### src/rtl/ptp_wb_pkg.sv
// Shared definitions for the external Wishbone bus arbiter: default bus
// geometry, watchdog limit and the arbiter state encoding.
package ptp_wb_pkg;

  localparam int WB_AW      = 32;
  localparam int WB_DW      = 32;
  localparam int WB_TIMEOUT = 1024;

  // Forced-termination event counter saturates here instead of wrapping.
  localparam logic [7:0] TMO_COUNT_MAX = 8'hFF;

  typedef enum logic [1:0] {
    IDLE = 2'd0,
    GNT0 = 2'd1,
    GNT1 = 2'd2
  } arb_state_e;

endpackage

### src/rtl/wb_watchdog.sv
// Bus watchdog: counts granted cycles without a slave ack, flags expiry at
// TIMEOUT-1, and keeps a saturating count of forced terminations.
module wb_watchdog
  import ptp_wb_pkg::*;
#(
  parameter int TIMEOUT = WB_TIMEOUT
) (
  input  logic       clk,
  input  logic       rst,
  input  logic       clear_i,
  input  logic       run_i,
  input  logic       evt_i,
  output logic       expire_o,
  output logic [7:0] evt_count_o
);

  localparam int             CW    = $clog2(TIMEOUT) + 1;
  localparam logic [CW-1:0]  LIMIT = CW'(TIMEOUT - 1);

  logic [CW-1:0] cnt_q, cnt_d;
  logic [7:0]    evt_q, evt_d;

  // Next-state for the cycle counter and the saturating event counter.
  always_comb begin
    cnt_d = cnt_q;
    evt_d = evt_q;
    if (clear_i) begin
      cnt_d = '0;
    end else if (run_i && (cnt_q != LIMIT)) begin
      cnt_d = cnt_q + 1'b1;
    end
    if (evt_i && (evt_q != TMO_COUNT_MAX)) begin
      evt_d = evt_q + 8'd1;
    end
  end

  // Counter registers.
  always_ff @(posedge clk) begin
    if (rst) begin
      cnt_q <= '0;
      evt_q <= 8'd0;
    end else begin
      cnt_q <= cnt_d;
      evt_q <= evt_d;
    end
  end

  assign expire_o    = (cnt_q == LIMIT);
  assign evt_count_o = evt_q;

endmodule

### src/rtl/wb_master_arbiter.sv
// Two-master / one-slave Wishbone classic arbiter. Round-robin grant held for
// a whole cyc..ack transfer; a watchdog force-acks transfers the slave never
// answers so the CPU cannot hang on the bus.
module wb_master_arbiter
  import ptp_wb_pkg::*;
#(
  parameter int AW      = WB_AW,
  parameter int DW      = WB_DW,
  parameter int TIMEOUT = WB_TIMEOUT
) (
  input  logic            clock_main,
  input  logic            rst,
  input  logic [AW-1:0]   m0_adr_i,
  input  logic [DW-1:0]   m0_dat_i,
  input  logic [DW/8-1:0] m0_sel_i,
  input  logic            m0_we_i,
  input  logic            m0_stb_i,
  input  logic            m0_cyc_i,
  output logic [DW-1:0]   m0_dat_o,
  output logic            m0_ack_o,
  input  logic [AW-1:0]   m1_adr_i,
  input  logic [DW-1:0]   m1_dat_i,
  input  logic [DW/8-1:0] m1_sel_i,
  input  logic            m1_we_i,
  input  logic            m1_stb_i,
  input  logic            m1_cyc_i,
  output logic [DW-1:0]   m1_dat_o,
  output logic            m1_ack_o,
  output logic [AW-1:0]   s_adr_o,
  output logic [DW-1:0]   s_dat_o,
  output logic [DW/8-1:0] s_sel_o,
  output logic            s_we_o,
  output logic            s_stb_o,
  output logic            s_cyc_o,
  input  logic [DW-1:0]   s_dat_i,
  input  logic            s_ack_i,
  output logic            tmo_pulse_o,
  output logic [7:0]      tmo_count_o
);

  arb_state_e state_q;
  logic       last_grant_q;   // 0: m0 was granted last, 1: m1

  logic req0, req1, granted, gnt_cyc, wd_expire, tmo_fire;

  assign req0    = m0_cyc_i & m0_stb_i;
  assign req1    = m1_cyc_i & m1_stb_i;
  assign granted = (state_q == GNT0) || (state_q == GNT1);
  assign gnt_cyc = (state_q == GNT0) ? m0_cyc_i : m1_cyc_i;

  // A real ack in the expiry cycle wins; an aborting master gets no forced ack.
  assign tmo_fire    = granted & wd_expire & ~s_ack_i & gnt_cyc & ~rst;
  assign tmo_pulse_o = tmo_fire;

  wb_watchdog #(.TIMEOUT(TIMEOUT)) u_wdog (
    .clk         (clock_main),
    .rst         (rst),
    .clear_i     (state_q == IDLE),
    .run_i       (granted & ~s_ack_i),
    .evt_i       (tmo_fire),
    .expire_o    (wd_expire),
    .evt_count_o (tmo_count_o)
  );

  // Bus steering: granted master passes through, everything else held at 0.
  always_comb begin
    s_adr_o  = '0;
    s_dat_o  = '0;
    s_sel_o  = '0;
    s_we_o   = 1'b0;
    s_stb_o  = 1'b0;
    s_cyc_o  = 1'b0;
    m0_dat_o = '0;
    m0_ack_o = 1'b0;
    m1_dat_o = '0;
    m1_ack_o = 1'b0;
    if (!rst) begin
      case (state_q)
        GNT0: begin
          s_adr_o  = m0_adr_i;
          s_dat_o  = m0_dat_i;
          s_sel_o  = m0_sel_i;
          s_we_o   = m0_we_i;
          s_stb_o  = req0 & ~tmo_fire;
          s_cyc_o  = req0 & ~tmo_fire;
          m0_ack_o = (s_ack_i & m0_cyc_i) | tmo_fire;
          m0_dat_o = tmo_fire ? '0 : s_dat_i;
        end
        GNT1: begin
          s_adr_o  = m1_adr_i;
          s_dat_o  = m1_dat_i;
          s_sel_o  = m1_sel_i;
          s_we_o   = m1_we_i;
          s_stb_o  = req1 & ~tmo_fire;
          s_cyc_o  = req1 & ~tmo_fire;
          m1_ack_o = (s_ack_i & m1_cyc_i) | tmo_fire;
          m1_dat_o = tmo_fire ? '0 : s_dat_i;
        end
        default: ;
      endcase
    end
  end

  // Grant FSM: round-robin on ties, release on ack, abort or watchdog expiry.
  always_ff @(posedge clock_main) begin
    if (rst) begin
      state_q      <= IDLE;
      last_grant_q <= 1'b1;
    end else begin
      case (state_q)
        IDLE: begin
          if (req0 && (!req1 || last_grant_q)) begin
            state_q      <= GNT0;
            last_grant_q <= 1'b0;
          end else if (req1) begin
            state_q      <= GNT1;
            last_grant_q <= 1'b1;
          end
        end
        GNT0: if (!m0_cyc_i || s_ack_i || tmo_fire) state_q <= IDLE;
        GNT1: if (!m1_cyc_i || s_ack_i || tmo_fire) state_q <= IDLE;
        default: state_q <= IDLE;
      endcase
    end
  end

endmodule

### config.mk
export PLATFORM = sky130hd
export DESIGN_NAME = wb_master_arbiter
export DESIGN_NICKNAME = d
export VERILOG_FILES = /design/src/rtl/ptp_wb_pkg.sv /design/src/rtl/wb_watchdog.sv /design/src/rtl/wb_master_arbiter.sv
export SDC_FILE = /design/constraint.sdc
export NUM_CORES = 1
export LEC_CHECK = 0
export ABC_CLOCK_PERIOD_IN_PS = 3150
export CAP_MARGIN = 20
export CORE_AREA = 10 10 117 119
export CTS_BUF_LIST = sky130_fd_sc_hd__clkbuf_16
export DETAILED_ROUTE_END_ITERATION = 6
export DIE_AREA = 0 0 127 129
export HOLD_SLACK_MARGIN = 0.02
export PLACE_DENSITY = 0.79
export SLEW_MARGIN = 20
export SYNTH_ARGS = -nofsm -noshare
export SYNTH_HDL_FRONTEND = slang
export SYNTH_SLANG_ARGS = --single-unit
export TNS_END_PERCENT = 30
### constraint.sdc
create_clock -name clock_main -period 3.15 [get_ports clock_main]
set_input_delay 0.945 -clock clock_main [delete_from_list [all_inputs] [get_ports clock_main]]
set_output_delay 0.945 -clock clock_main [all_outputs]
set_load 0.02 [all_outputs]
==> results.txt <==
outcome -> finished clean
Bufs and invs on worst path -> 3
slowest CP cell -> bufbuf_16
# IOs -> 323
fillcell total -> 1019
top_reg_cell synth -> dfxtp_1
Worst Max-Slew Pin Slew -> 430 ps
CP endpoint -> m0_dat_o[12]
critical-path maximum fanout -> 8
vias in the first global route -> 4440
Worst path max stage delay -> 280 ps
setup violators final -> 0
CTS tree -> built
FP Rows -> 39
GPL Wtd Cong -> 0.939
worst hold path type -> flop to flop
Worst R2R Start -> state_q[0]$_SDFFE_PP0P_
Async S/R FF share, synth -> 0
fin. max-slew vios -> 0
Antenna Cells -> 0
Die Span Y -> 129 um
post-layout instance area -> 0.00639 sq mm
hold_buf cts -> 0
Max-cap violations -> 0
IO Port Bufs -> 322
largest buffer count on any clock path -> 2
crit path time final -> 3140 ps
post-DP HPWL -> 15000 um
clock power share -> 0.223
critical path depth -> 8
Worst Path Required -> 2200 ps
final worst setup slack -> 5.52 ps
DRC Markers -> 0
Initial DRT Pass Iterations -> 5
Area Growth Syn to Fin -> 150%
PD cells -> 187 mW/mm^2
Post-Synthesis Cells -> 383
warnings from Yosys -> 0
syn nets -> 565
Fin. Hold Viols -> 0
Sequential Power Share -> 0.238
RSZ-0062 raised after global routing -> true
WL/cell -> 21.3 um
Post-synth EDFFs -> 0
GRT Util Overall -> 0.201
Via-to-Cell Ratio -> 4.91
CP arrival -> 2200 ps
skew final -> 1.86 ps
largest net degree at the start of global routing -> 72
CP cell instances -> buf_6, and2b_2, nand4_4, nor2_4, nor2_4, bufbuf_16, and2_4, buf_6
Synth cell types -> 45
launch point of the worst path -> s_ack_i
grt total ovfl -> 0
Antenna Violating Nets Remaining -> 0
r2r setup slk -> 940 ps
switching share of power -> 0.311
Area after DPL -> 0.00609 sq mm
RR Endpoint -> state_q[0]$_SDFFE_PP0P_
CTS sink count -> 22
kind of critical path -> input port to output port
Rel. slew slack -> 0.710
FMAX -> 0.318 GHz
CTS Buf Count -> 3
Worst path top cell family by delay -> simple AND/OR/NAND/NOR gates
clk root buf -> clkbuf_16
core box area -> 0.0113 sq mm
layout cells sized above 1 -> 0.303
Pint -> 0.824 mW
Non-Filler Instances -> 855
worst hold margin -> 467 ps
register area share after synthesis -> 0.173
VDD IR max -> 0.164 mV
initial antenna violation count -> 0
post-synthesis area per instance -> 6.66 sq um
die area -> 0.0164 sq mm
worst slack, placed -> -872 ps
starting density of the core -> 0.225
period utilisation layout -> 0.998
Clock Latency Late Sink -> 260 ps
Die Wd -> 127 um
Worst setup EP type -> output port
DRT iter0 DRCs -> 302
overall via count from detail_route -> 4196
H-tree levels -> 1
first-pass GRT wire length -> 26700 um
R2R depth -> 10
Cell Area, Synth -> 0.00255 sq mm
Startpoint Class -> input port
DP Cell Count -> 841
final net count -> 895
drt total wl -> 18200 um
Worst-path clk slew -> 60 ps
combinational share of power -> 0.539
FF+latch count, synth -> 22
total net switching power -> 0.371 mW
Pleak -> 2.49 nW
[final cells by class]
cell class                 instances  area, sq um  share of cell area
clock buffer                       3         75.1              0.0117
clock inverter                     1         3.75            0.000587
inverter                           7         26.3             0.00411
multi-input combinational        320         2090               0.327
sequential                        22          440              0.0689
tap                              143          179              0.0280
timing repair buffer             359         3570               0.559
[tightest hold or removal path, delay by kind of cell (launching register included)]
kind,cells,cell delay [ps]
DFF,1,320
buffers and inverters,1,60
AOI/OAI and AO/OA,1,40
[sequential cells by signal, summed over array words and instances, names as in the netlist]
register            flops
u_wdog.cnt_q           11
u_wdog.evt_count_o      8
state_q                 2
last_grant_q            1
[placed cells by master (no fill, tap or decap), types with 2 or more instances in the layout]
cell	n
mux2i_1	3
a22oi_1	70
nor2_1	91
nor3b_1	2
buf_12	7
a31oi_1	2
inv_1	7
nand2b_4	3
dfxtp_1	22
xnor2_1	5
ha_2	2
ha_1	3
clkdlybuf4s50_1	180
buf_2	37
nor2_4	3
o21ai_0	7
buf_6	38
and2_4	32
a21oi_1	4
buf_4	28
nor4_1	2
buf_16	2
nand2_1	11
nor3_1	4
xor2_1	6
clkdlybuf4s15_1	16
and2_1	33
clkdlybuf4s15_2	49
nand4_1	5
nand3_1	7
and3_1	2
clkbuf_16	3
and4_1	2
[layer usage]
layer / up-vias / part of all wire / routed length (um) / GRT usage
li1: 2003 / - / - / -
met1: 1962 / 0.36 / 6580 / 0.207
met2: 210 / 0.54 / 9780 / 0.388
met3: 21 / 0.086 / 1560 / 0.0669
met4: 0 / 0.016 / 299 / 0.0402
met5: - / 0 / 0 / 0
[per-stage QoR]
| step | setup TNS [ps] | total power, mW | util |
|---|---|---|---|
| final | 0 | 1.19 | 0.564 |
| after global routing | -396 | 1.25 | 0.564 |
| after CTS | -3.15 | 1.19 | 0.563 |
| after detailed placement | -84020 | 0.899 | 0.538 |
| after global placement | -78940 | 0.888 | 0.538 |
| after floorplan | 0 | 0.515 | - |
[cells in the mapped netlist (5+ instances only)]
cell type	number	area [sq um]
and2_1	65	407
nand2_1	11	41.3
xor2_1	6	52.6
nand4_1	5	31.3
nor2_1	92	345
dfxtp_1	22	440
ha_1	5	62.6
inv_1	7	26.3
clkbuf_2	5	25.0
xnor2_1	5	43.8
o21ai_0	7	35.0
clkbuf_1	26	97.6
a21oi_1	5	25.0
nor3_1	5	25.0
nand3_1	7	35.0
a22oi_1	70	526
[how the worst min path moves through the flow]
stage,start,endpoint,slack (ps),cells past startpoint
floorplan,u_wdog.cnt_q[10]$_SDFFE_PP0P_,u_wdog.cnt_q[10]$_SDFFE_PP0P_,410,2
global placement,u_wdog.cnt_q[10]$_SDFFE_PP0P_,u_wdog.cnt_q[10]$_SDFFE_PP0P_,430,2
detailed placement,u_wdog.cnt_q[10]$_SDFFE_PP0P_,u_wdog.cnt_q[10]$_SDFFE_PP0P_,450,2
CTS,u_wdog.cnt_q[10]$_SDFFE_PP0P_,u_wdog.cnt_q[10]$_SDFFE_PP0P_,460,2
global route,u_wdog.cnt_q[10]$_SDFFE_PP0P_,u_wdog.cnt_q[10]$_SDFFE_PP0P_,520,2
finish,u_wdog.cnt_q[10]$_SDFFE_PP0P_,u_wdog.cnt_q[10]$_SDFFE_PP0P_,470,2
[what timing repair did]
item                       in CTS  in global routing
pin swaps                       7                 12
cloned                          3                  0
setup endpoints to repair     135                 36
setup buffers                   7                  1
resized for setup             577                  1
[power groups by stage]
stage	logic (mW)	registers (mW)	clock network [mW]
5_1_grt	0.686	0.284	0.284
3_5_place_dp	0.609	0.290	0
3_3_place_gp	0.598	0.290	0
6_report	0.644	0.284	0.267
2_1_floorplan	0.225	0.290	0
4_1_cts	0.639	0.284	0.269
[kinds of logic after synthesis]
logic type	share of synthesized area
flip-flops	0.173
XOR/XNOR	0.0377
AND/OR/NAND/NOR	0.413
adder cells (fa/ha/maj)	0.0245
AO/OA/AOI/OAI	0.270
multiplexers	0.0172
buffers and inverters	0.0657
Power figures use the tool's default switching activity.
